$ cat src/rtl/lsu_pkg.sv
// Shared types for the load/store unit: funct3 codes, FSM states, access sizing helpers.
// Pure declarations; no timing or flow-control behaviour of its own.
package lsu_pkg;

  localparam int XLEN = 32;

  localparam logic [2:0] F3_B  = 3'b000;
  localparam logic [2:0] F3_H  = 3'b001;
  localparam logic [2:0] F3_W  = 3'b010;
  localparam logic [2:0] F3_BU = 3'b100;
  localparam logic [2:0] F3_HU = 3'b101;

  typedef enum logic [2:0] {
    S_IDLE,
    S_READ,
    S_RMW_READ,
    S_GAP,
    S_WRITE,
    S_DONE
  } state_t;

  typedef enum logic [1:0] {
    SZ_BYTE,
    SZ_HALF,
    SZ_WORD
  } size_t;

  // Undefined funct3 codes fall through to word width.
  function automatic size_t f3_size(input logic [2:0] f3);
    case (f3)
      F3_B, F3_BU: return SZ_BYTE;
      F3_H, F3_HU: return SZ_HALF;
      F3_W:        return SZ_WORD;
      default:     return SZ_WORD;
    endcase
  endfunction

  function automatic logic is_misaligned(input logic [2:0] f3, input logic [1:0] lane);
    case (f3_size(f3))
      SZ_HALF: return lane[0];
      SZ_WORD: return lane != 2'b00;
      default: return 1'b0;
    endcase
  endfunction

  function automatic logic [1:0] align_lane(input logic [2:0] f3, input logic [1:0] lane);
    case (f3_size(f3))
      SZ_HALF: return {lane[1], 1'b0};
      SZ_WORD: return 2'b00;
      default: return lane;
    endcase
  endfunction

endpackage

$ cat src/rtl/lsu_lane_align.sv
// Combinational lane logic: load extract/extend and sub-word store merge into a cache word.
// Zero latency, no flow control.
module lsu_lane_align
  import lsu_pkg::*;
(
  input  logic [2:0]      funct3,
  input  logic [1:0]      lane,
  input  logic [XLEN-1:0] word,
  input  logic [XLEN-1:0] wdata,
  output logic [XLEN-1:0] load_data,
  output logic [XLEN-1:0] store_word
);

  logic [7:0]  byte_sel;
  logic [15:0] half_sel;

  always_comb begin
    byte_sel   = word[{lane, 3'b000} +: 8];
    half_sel   = word[{lane[1], 4'b0000} +: 16];
    load_data  = word;
    store_word = word;

    case (funct3)
      F3_B:    load_data = {{24{byte_sel[7]}}, byte_sel};
      F3_BU:   load_data = {24'h0, byte_sel};
      F3_H:    load_data = {{16{half_sel[15]}}, half_sel};
      F3_HU:   load_data = {16'h0, half_sel};
      default: load_data = word;
    endcase

    case (f3_size(funct3))
      SZ_BYTE: store_word[{lane, 3'b000} +: 8]     = wdata[7:0];
      SZ_HALF: store_word[{lane[1], 4'b0000} +: 16] = wdata[15:0];
      default: store_word = wdata;
    endcase
  end

endmodule

$ cat src/rtl/load_store_unit.sv
// RV32I load/store unit ahead of a strobe-less data cache; sub-word stores use read-modify-write.
// LW hit 2 cycles, SB/SH hit 5; busy holds off new requests. LSU_MISALIGN_TRAP_EN selects trap vs force-align.
module load_store_unit
  import lsu_pkg::*;
#(
  parameter int RESET_PC_UNUSED = 0,
  parameter int ADDR_WIDTH      = 32
) (
  input  logic                  clk,
  input  logic                  rst_n,
  input  logic                  lsu_req,
  input  logic                  lsu_we,
  input  logic [2:0]            lsu_funct3,
  input  logic [ADDR_WIDTH-1:0] lsu_addr,
  input  logic [XLEN-1:0]       lsu_wdata,
  output logic                  lsu_busy,
  output logic                  lsu_done,
  output logic [XLEN-1:0]       lsu_rdata,
  output logic                  lsu_misaligned,
  output logic                  cache_read_request,
  output logic                  cache_write_request,
  output logic [ADDR_WIDTH-1:0] cache_addr,
  output logic [XLEN-1:0]       cache_write_data,
  input  logic                  cache_response,
  input  logic [XLEN-1:0]       cache_read_data
);

  // Reserved parameter; at its required value of 0 the latched address resets to 0.
  localparam logic [ADDR_WIDTH-1:0] ADDR_RST = ADDR_WIDTH'(RESET_PC_UNUSED);

  state_t                state_q, state_d, start_state;
  logic                  accept;
  logic [1:0]            req_lane;
  logic [2:0]            f3_q;
  logic [ADDR_WIDTH-1:0] addr_q;
  logic [XLEN-1:0]       load_data, store_word;

`ifdef LSU_MISALIGN_TRAP_EN
  logic req_mis, mis_q;
  assign req_mis  = is_misaligned(lsu_funct3, lsu_addr[1:0]);
  assign req_lane = lsu_addr[1:0];
`else
  assign req_lane = align_lane(lsu_funct3, lsu_addr[1:0]);
`endif

  assign accept     = lsu_req && (state_q == S_IDLE || state_q == S_DONE);
  assign cache_addr = {addr_q[ADDR_WIDTH-1:2], 2'b00};

  always_ff @(posedge clk or negedge rst_n) begin
    if (!rst_n) state_q <= S_IDLE;
    else        state_q <= state_d;
  end

  always_comb begin
    start_state = S_READ;
    if (lsu_we) start_state = (f3_size(lsu_funct3) == SZ_WORD) ? S_WRITE : S_RMW_READ;
`ifdef LSU_MISALIGN_TRAP_EN
    if (req_mis) start_state = S_DONE;
`endif
  end

  always_comb begin
    state_d = state_q;
    case (state_q)
      S_IDLE, S_DONE: state_d = lsu_req ? start_state : S_IDLE;
      S_READ:         if (cache_response) state_d = S_DONE;
      S_RMW_READ:     if (cache_response) state_d = S_GAP;
      S_GAP:          state_d = S_WRITE;
      S_WRITE:        if (cache_response) state_d = S_DONE;
      default:        state_d = S_IDLE;
    endcase
  end

  // Outputs decode the registered state only, so requests never follow lsu_req combinationally.
  always_comb begin
    lsu_busy            = (state_q == S_READ) || (state_q == S_RMW_READ) ||
                          (state_q == S_GAP)  || (state_q == S_WRITE);
    lsu_done            = (state_q == S_DONE);
    cache_read_request  = (state_q == S_READ) || (state_q == S_RMW_READ);
    cache_write_request = (state_q == S_WRITE);
`ifdef LSU_MISALIGN_TRAP_EN
    lsu_misaligned      = (state_q == S_DONE) && mis_q;
`else
    lsu_misaligned      = 1'b0;
`endif
  end

  always_ff @(posedge clk or negedge rst_n) begin
    if (!rst_n) begin
      f3_q             <= '0;
      addr_q           <= ADDR_RST;
      cache_write_data <= '0;
      lsu_rdata        <= '0;
`ifdef LSU_MISALIGN_TRAP_EN
      mis_q            <= 1'b0;
`endif
    end else begin
      // cache_write_data carries the raw store data until an RMW read replaces it with the merge.
      if (accept) begin
        f3_q             <= lsu_funct3;
        addr_q           <= {lsu_addr[ADDR_WIDTH-1:2], req_lane};
        cache_write_data <= lsu_wdata;
`ifdef LSU_MISALIGN_TRAP_EN
        mis_q            <= req_mis;
`endif
      end
      if (state_q == S_READ && cache_response)     lsu_rdata        <= load_data;
      if (state_q == S_RMW_READ && cache_response) cache_write_data <= store_word;
    end
  end

  lsu_lane_align u_lane_align (
    .funct3     (f3_q),
    .lane       (addr_q[1:0]),
    .word       (cache_read_data),
    .wdata      (cache_write_data),
    .load_data  (load_data),
    .store_word (store_word)
  );

endmodule

$ cat config.mk
export PLATFORM = sky130hd
export DESIGN_NAME = load_store_unit
export DESIGN_NICKNAME = d
export VERILOG_FILES = /design/src/rtl/lsu_pkg.sv /design/src/rtl/lsu_lane_align.sv /design/src/rtl/load_store_unit.sv
export SDC_FILE = /design/constraint.sdc
export NUM_CORES = 1
export LEC_CHECK = 0
export ABC_AREA = 1
export CAP_MARGIN = 20
export CORE_UTILIZATION = 52
export DETAILED_ROUTE_END_ITERATION = 12
export GPL_TIMING_DRIVEN = 0
export PLACE_DENSITY = 0.93
export SLEW_MARGIN = 20
export SYNTH_ARGS = -nofsm -noshare
export SYNTH_HDL_FRONTEND = slang
export SYNTH_SLANG_ARGS = --single-unit
$ cat constraint.sdc
create_clock -name clk -period 3.45 [get_ports clk]
set_input_delay 0.5175 -clock clk [delete_from_list [all_inputs] [get_ports clk]]
set_output_delay 0.5175 -clock clk [all_outputs]
set_load 0.005 [all_outputs]
# --- Yosys cells after proc, flatten, opt, wreduce, memory -nomap -nowiden ---
# Cells that the tools add are included.
# Widths: inputs -> output; s select.
op_classes:
  add_sub_neg: 2
  eq_ne: 18
  n_shift: 6
  mux: 16
  n_reduce_logical: 20
op_table:
  columns: ["op", "count"]
  rows:
  - ["$pmux 32 s4", 1]
  - ["$bwmux 32", 2]
  - ["$mux 32", 2]
  - ["$pmux 32 s2", 1]
  - ["$shift 16x7->32 const A", 1]
  - ["$shift 8x7->32 const A", 1]
  - ["$shiftx 16x7->32", 1]
  - ["$shiftx 32x6->16", 1]
  - ["$shiftx 32x6->8", 1]
  - ["$shiftx 8x7->32", 1]
  - ["$eq 3x3->1 const B", 6]
  - ["$mux 3", 5]
  - ["$neg 5->7", 2]
  - ["$pmux 2 s2", 3]
  - ["$pmux 3 s4", 1]
  - ["$reduce_or 2->1", 6]
  - ["$eq 3x1->1 const B", 3]
  - ["$logic_not 3->1", 3]
  - ["$eq 3x2->1 const B", 2]
  - ["$eq 2x1->1 const B", 2]
  - ["$eq 2x2->1 const B", 2]
  - ["$logic_or 1x1->1", 4]
  - ["$reduce_and 2->1", 2]
  - ["$logic_and 1x1->1", 3]
  - ["6 further kinds", 6]
word_totals:
  regBits: 102
  elab_cells: 67

# --- Logic depth before layout (Yosys ltp) ---
# Gate-level depths: netlist of the first run.
logic_depth:
  depth_word: 9
  ltp_mapped: 13
  depth_no_buf: 11

# --- Hierarchy ---
# Synthesis of the first run repeated with hierarchy kept, for this count alone.
unflattened:
  hier_cells: 1047
  area_unflattened_um2: 6812.8
by_module_without_submodules:
  columns: ["module", "instances", "cells_per_inst", "area_per_inst_um2", "seq_area_each_um2"]
  rows:
  - ["load_store_unit", 1, 605, 4812.1, 2552.4]
  - ["lsu_lane_align", 1, 442, 2000.7, 0.0]

# --- Worst setup path after synthesis of the first run ---
# Ideal clock, no wire load.
synth_timing:
  path_kind: "flip-flop to flip-flop"
  startpoint: "register addr_q[1]"
  endpoint: "register cache_write_data[26]"
  setup_time_ps: 117
  t_arrival_ps: 1798
  t_required_ps: 3333
  slack_ps: 1535
  stages_incl_launch_ff: 12
  n_path_buf: 2
  period_less_slack_ps: 1915
  cell_sequence: "dfrtp_1 > inv_2 > clkbuf_1 > ha_1 > inv_1 > clkbuf_1 > nand3_1 > nor2_1 > o21ai_0 > nand2_1 > nand2_1 > nand2_1"
synth_via:
  elab_chain_cells: 5
  elab_cells_between_ends: 10
synth_lines:
  columns: ["element", "line_no", "source"]
  rows:
  - ["from (decl)", "load_store_unit.sv:35", "logic [ADDR_WIDTH-1:0] addr_q;"]
  - ["from (signal assigned)", "load_store_unit.sv:101", "addr_q <= {lsu_addr[ADDR_WIDTH-1:2], req_lane};"]
  - ["$neg 5->7 (on tied branches)", "lsu_lane_align.sv:33, lsu_lane_align.sv:32", null]
  - ["$shiftx 16x7->32 (tied with other cells)", "lsu_lane_align.sv:33", "SZ_HALF: store_word[{lane[1], 4'b0000} +: 16] = wdata[15:0];"]
  - ["$bwmux 32 (on tied branches)", "lsu_lane_align.sv:33, lsu_lane_align.sv:32", null]
  - ["$pmux 32 s2 *", "lsu_lane_align.sv:31", "case (f3_size(funct3))"]
  - ["$mux 32 *", "load_store_unit.sv:108", "if (state_q == S_RMW_READ && cache_response) cache_write_data <= store_word;"]
  - ["to (signal assigned)", "load_store_unit.sv:102", "cache_write_data <= lsu_wdata;"]
  - ["to (signal assigned)", "load_store_unit.sv:108", null]
  - ["to (decl)", "load_store_unit.sv:23", "output logic [XLEN-1:0] cache_write_data,"]
# Every way passes the cells marked *; elsewhere a longest branch is shown, timed or not.
# A chain may end at the register's enable or synchronous reset.

# --- Final worst setup path of the first run ---
# Same ends and word-level chain as after synthesis.

==> summary by stage, run 1 <==
Status
The flow ran to the end, and the final reports show no timing, DRC or antenna violations.

Yosys
Summing the sequential cell areas from Yosys gives between 30% and 40% of the chip area. For this run, the number of Yosys warnings is 0. The post-synthesis cell type count is 25. The cell area after technology mapping is 6710 um^2.

The number of register bits inferred by synthesis is ~100. The post-synthesis area per instance is between 6 and 7 um^2. The count of mapped cells out of synthesis is around 1100.

Route
In the final routed layout, each cell accounts on average for 15.3 um. The total iterations of the first detailed-routing run is 8. The iteration-0 DRC count of the detailed router is around 660.

The via count is 7479. The average vias per placed instance is 5.17. After detailed routing, the total wire length is roughly 22000 um. For this run, design rule violations remaining after detail routing come to 0. The detail route stage leaves a number of antenna-violating nets equal to 0.

Placed design
The port buffer count is 201. Counting tap cells, the placed design contains a total of 1431 instances. After detailed placement, the total cell area comes to 8980 um^2.

After legalization and detailed placement, the total HPWL measured about 17000 um. Timing analysis after detailed placement gives a worst setup slack of 917 ps. The final RePlAce weighted congestion is 0.977.

Critical path
In this run the critical register-to-register path is launched from addr_q[1]. The required time at the endpoint of the critical path is 3700 ps. The kind of start point of the critical path is a flip-flop. The worst path arrival time is between 2000 and 3000 ps. The most critical setup path has its startpoint at addr_q[1]. STA classifies the critical path endpoint as a flip-flop. The critical setup path kind is flip-flop to flip-flop.

The largest fanout on the critical path is 12.

Global routing
Entering global routing, the biggest net connects 62 pins. The global-route wire length before repair is ~35000 um. The all-layer global routing usage is 34.2%. The initial antenna violation count is 0.

The total overflow left after global routing is 0. The number of global-route vias before repair was roughly 7100.

Timing
On the final layout, the worst clock skew is ~8.8 ps. The setup violation total in the final timing report is 0. The remaining max-slew budget at the tightest pin is 56.0%.

The final total negative setup slack is 0 ps. The count of pins over their slew limit is 0. The fraction of the cycle the final worst path needs is 76.0%.

The post-layout worst setup margin is just over 800 ps. The total count of hold-check failures in the final report came to 0. Setup repair after global routing left no endpoint under its margin. The peak clock frequency supported by timing is around 380 MHz. For the pin with the worst max-slew slack, the measured transition is 660 ps. Subtracting the final worst setup slack from the clock period gives 2620 ps.

Final layout
The area growth from synthesis to layout is 38.7%. In the final design database the tool counted approximately 1400 nets. In the layout the commonest cells are nand2_1, clkdlybuf4s50_1, nor2_1, dfrtp_1, nand3_1. Excluding fillers, the count of instances in the completed layout stands at 1447. After filler insertion, the fill cell instance count of the layout stands at 1025. The leading cell type in the layout, fill and taps excluded is nand2_1. The final antenna diode count is 0.

The share of cells above drive strength 1 is under 10%. The final design area excluding fillers is roughly 9300 um^2.

Power
The total power per unit cell area is 839 nW/um^2. The maximum VDD drop is 464 uV. The leakage power total is 4.88 nW.

CTS
Clock-pin slew was measured on the worst setup and hold paths at 70 ps. The number of post-CTS setup repair buffers is 0. The number of gates resized after cts is 0. The clock insertion delay at the later pin of the skew report is 360 ps.

In this run the clock root is driven by a clkbuf_16. The TritonCTS clock tree is done. The number of hold buffers added after CTS was 0.

The maximum level of the CTS H-tree is 3. The clock passes through at most 2 buffers. In this run, CTS created clock tree buffers numbering 9. CTS saw 102 sinks.

Die
The number of top-level design ports is 205. The die boundary height is 116 um. Row generation in the floorplan step produced 41 rows. The area of the core is about 13000 um^2. Measured along the x axis, the die boundary spans 116 um. The starting utilization of the core area is between 50% and 60%. The die outline area is 13400 um^2.

Worst hold path
The worst min-delay path category is primary input to asynchronous set/reset pin.

Run
The number of max-cap violations is 0.
==> routing by layer <==
| metal | vias up | part of all wire [%] | track usage, % |
|---|---|---|---|
| met5 | - | 0 | 0 |
| met1 | 3352 | 37 | 40.3 |
| met4 | 0 | 4.2 | 17.8 |
| li1 | 3620 | - | - |
| met2 | 433 | 47 | 57.7 |
| met3 | 74 | 11 | 8.58 |
==> worst paths after layout <==
check	endpoint	slack [ps]	cells after the start
min in group clk	addr_q[28]	480	2
setup / recovery	cache_write_data[26]	830	11
hold / removal	lsu_rdata[9]	60	1
setup reg to reg	cache_write_data[26]	830	11
max in group asynchronous	state_q[0]	2750	2
hold reg to reg	addr_q[28]	480	2
==> registers in the layout, summed over array words and instances (netlist names) <==
signal	flops
cache_write_data	32
f3_q	3
addr_q	32
lsu_rdata	32
state_q	3
==> final cells by class <==
class	instances	area, um^2	area share, %
buffer	82	502	5.39
clock buffer	12	256	2.76
sequential	102	2550	27.4
multi-input combinational	778	3310	35.6
clock inverter	4	76.3	0.820
timing repair buffer	202	2040	21.9
tap	172	215	2.31
inverter	95	357	3.83
==> cells by family (layout without fill, tap and decap cells) <==
group,Yosys count,count (layout),share of synthesized area [%]
AOI/OAI and AO/OA,69,69,5.24
adders and majority gates,5,5,0.932
buffers and inverters,177,395,12.8
DFF,102,102,38.0
other,1,3,0.0559
and+or+nand+nor,701,701,43.0
==> Yosys cell counts (all sizes together) <==
library cell  count  area (um^2)
a21boi            1         7.51
nor2            128          500
nand4             1         6.26
or2              21          131
buf              64          434
ha                5         62.6
dfrtp           102         2550
nand3           103          526
clkbuf           18         67.6
inv              95          357
conb              1         3.75
nand3b            1         20.0
o21ai            36          184
nand2           445         1690
a21oi            32          160
nor3              2         10.0
==> through the flow <==
step / utilization, % / total power, mW / hold slack [ps]
2_1_floorplan: - / 4.59 / 222
3_3_place_gp: 70.9 / 6.48 / 463
3_5_place_dp: 71.1 / 6.61 / 454
4_1_cts: 73.8 / 7.79 / 75.8
5_1_grt: 73.8 / 8.40 / 90.9
6_report: 73.8 / 7.81 / 58.8
==> worst max-delay path: stages, from the launching register on <==
cell and delay, ps:
dfrtp_1 440, inv_2 180, clkbuf_1 540, ha_1 420, inv_1 90, clkbuf_1 230, nand3_1 210, nor2_1 50
o21ai_0 150, nand2_1 90, nand2_1 70, nand2_1 50
==> power by group <==
group / switching, mW / internal (mW)
Sequential: 0.427 / 1.79
Clock: 0.465 / 0.679
Combinational: 2.32 / 2.14
No activity file was read; power rests on OpenSTA's default activity.
==> inputs of run 2 (changes only) <==
--- a/config.mk
+++ b/config.mk
@@ -7,10 +7,10 @@
 export LEC_CHECK = 0
 export ABC_AREA = 1
 export CAP_MARGIN = 20
-export CORE_UTILIZATION = 52
+export CORE_UTILIZATION = 48
 export DETAILED_ROUTE_END_ITERATION = 12
 export GPL_TIMING_DRIVEN = 0
-export PLACE_DENSITY = 0.93
+export PLACE_DENSITY = 0.87
 export SLEW_MARGIN = 20
 export SYNTH_ARGS = -nofsm -noshare
 export SYNTH_HDL_FRONTEND = slang
==> constraint.sdc (replaced) <==
create_clock -name clk -period 2.5 [get_ports clk]
set_input_delay 0.375 -clock clk [delete_from_list [all_inputs] [get_ports clk]]
set_output_delay 0.375 -clock clk [all_outputs]
set_load 0.005 [all_outputs]
==> run 2 against run 1 <==
  * Utilization is 4.5 points lower
  * Sequential power is 38% higher
  * Clock-buffer cell count is 3 lower
  * Critical endpoint is now lsu_busy
  * Clock skew is 1.3 ps higher
  * Global-route usage is 2.7 points lower
  * Non-clock buffer count stayed put
  * Worst setup slack worse by 650 ps
  * Sequential share of layout area hardly changed
  * First-iteration DRC count is 10% lower
  * Power is 37% higher
  * Final cell count is 0.28% higher
==> summary by stage, run 2 (synthesis gave the netlist of run 1 again) <==
CTS
TritonCTS built the clock tree. The total number of clock tree sinks is 102. CTS built an H-tree with a depth of 3.

The tree is rooted in a clkbuf_16. In this run the deepest clock path goes through 2 buffers. The total clock buffers created by CTS is 9.

The number of post-CTS setup repair buffers is 0. Clock latency on the worst-skew pair, taken at its later pin, is roughly 360 ps. The clock input transition at the sequential cells of the worst setup and hold paths is 70 ps.

Worst hold path
The worst min-delay path category is flip-flop to flip-flop.

Timing
The final critical path time including I/O delays and setup is 2320 ps. After layout, the worst path uses 92.9% of the clock period. The total count of hold-check failures in the final report is 0.

Static timing analysis puts the maximum clock frequency at between 400 and 500 MHz. Setup violations remaining at the end of the flow were counted as 0. The count of pins over their slew limit is 0.

For the pin with the worst max-slew slack, the measured transition is 772 ps. For the final database, setup skew stands at roughly 10 ps. The remaining max-slew budget at the tightest pin is 48.4%.

Critical path
The largest single stage delay on the critical path is 510 ps. The largest fanout on the critical path is 5. Data on the critical path is required at its endpoint by 2120 ps.

Data arrives at the worst endpoint at 1950 ps. The worst setup path is of the flip-flop to output pin kind. Traced cell by cell, the critical path runs through inv_1 -> nor2_1 -> nand2_1 -> nand2_1 -> nor2_1 -> nand2_1 -> clkdlybuf4s50_1.

STA classifies the critical path endpoint as an output pin. The kind of start point of the critical path is a flip-flop. Among all stages on the critical path, the largest delay is contributed by clkdlybuf4s50_1. The cell repeated most along the worst path is nand2_1.

Power
The maximum VDD drop is roughly 720 uV. The total power per unit cell area is 1150 nW/um^2. Summing internal, switching and leakage power gives 10.7 mW.

The leakage power total is between 4 and 5 nW.

Global routing
The initial antenna violation count was 0. The all-layer global routing usage is 31.5%. The global-route wire length before repair is 35200 um. The largest net degree at the start of global routing is 58. The overall overflow remaining after global route is 0. The number of global-route vias before repair was 7157.

Route
The total iterations of the first detailed-routing run is 5. The average vias per placed instance is 5.08. The final layout contains routed wiring with a total length of roughly 22000 um. In this run, the number of DRC markers left after iteration 0 of detailed routing was 596. The routed length per placed instance is 15.1 um. The remaining number of nets flagged by the antenna check after routing is 0.

The routed layout has 7367 vias. In the routed design, unresolved DRC markers number 0.

Final layout
The area overhead of the layout relative to synthesis is 38.8%. The final antenna diode count is 0. The final-stage net count is 1379.

The share of cells above drive strength 1 is 9.65%. The final design area excluding fillers is 9320 um^2. The largest registers in the layout are addr_q x32, cache_write_data x32, lsu_rdata x32. In the layout the commonest cells are nand2_1, clkdlybuf4s50_1, nor2_1, dfrtp_1, nand3_1. Leaving out fill and tap cells, the most frequent cell in the layout is nand2_1.

Die
Pin placement for this block handled between 200 and 250 I/O pins. The initial utilization of the core area, before any placement, comes to 49.9%. The row count is 42. The die boundary height is 120 um. The width of the chip is roughly 120 um. The die outline area is 14500 um^2.

The core region is 13500 um^2.

Status
The flow ran to the end, and the final reports show no timing, DRC or antenna violations.

Placed design
The sum of net half-perimeters after detailed placement is ~17000 um. The count of buffers added on input and output ports is 201. Summing all placed instances gives a cell area of around 9000 um^2.

The final RePlAce weighted congestion is ~0.96.

Run
The number of max-cap violations is 0.
## run 2: cell count changes in the layout (fill, tap and decap cells not counted)
cell	before	now
clkbuf_1	19	17
clkbuf_8	2	0
clkinv_2	0	1
clkinvlp_4	1	0
dlygate4sd3_1	0	1
inv_6	1	4
nor3_1	2	1
nor3_2	0	1
## run 2: worst paths after layout
path	start	to	slack, ps	cells after the start
min	addr_q[16]	addr_q[16]	480	2
max reg2reg	addr_q[0]	cache_write_data[10]	240	13
min in group asynchronous	rst_n	lsu_rdata[12]	510	2
max	state_q[0]	lsu_busy	180	7
min reg2reg	addr_q[16]	addr_q[16]	480	2
max in group asynchronous	rst_n	addr_q[1]	1360	3
## run 2: per-layer routing
layer  share of wire [%]  wire length, um  up-vias  track usage, %
li1                    -                -     3618               -
met1                  40             8860     3324            39.4
met2                  46            10000      364            51.5
met3                  10             2220       61            7.55
met4                 3.8              830        0            14.4
met5                   0                0        -               0
## run 2: stage by stage
stage               cells  setup TNS, ps  hold WS (ps)  utilization, %  worst slack [ps]
detailed placement   1435              0           329            66.8              4.67
finish               1451              0           483            69.3               177
global placement     1434        -274770           463            66.5             -2700
CTS                  1451              0           485            69.2               126
global route         1451          -18.8           511            69.3             -18.8
floorplan            1057              0          79.4               -               585
## run 2: report_power, final
group          leakage, nW  switching (mW)  internal (mW)
registers             1.23           0.590           2.46
clock network        0.161           0.676          0.891
logic                 3.50            3.14           2.95
## run 2: timing repair
| action | CTS | global route |
|---|---|---|
| resized for setup | 0 | 1 |
| setup endpoints to repair | 3 | 1 |
| hold buffers | 1 | 0 |
| endpoints found under the hold margin | 45 | 0 |
## run 2: cell type report
| type | instances | area (um^2) |
|---|---|---|
| Sequential cell | 102 | 2550 |
| Clock inverter | 7 | 100 |
| Fill cell | 1205 | 4140 |
| Timing Repair Buffer | 203 | 2050 |
| Buffer | 81 | 498 |
| Inverter | 95 | 357 |
| Multi-Input combinational cell | 778 | 3310 |
| Clock buffer | 9 | 225 |
| Tap cell | 176 | 220 |
## run 2: worst max-delay path: cells and delay by family (launching register included)
kind / cells / cell delay [ps]
buf+inv: 2 / 620
flops: 1 / 420
simple gates: 5 / 540
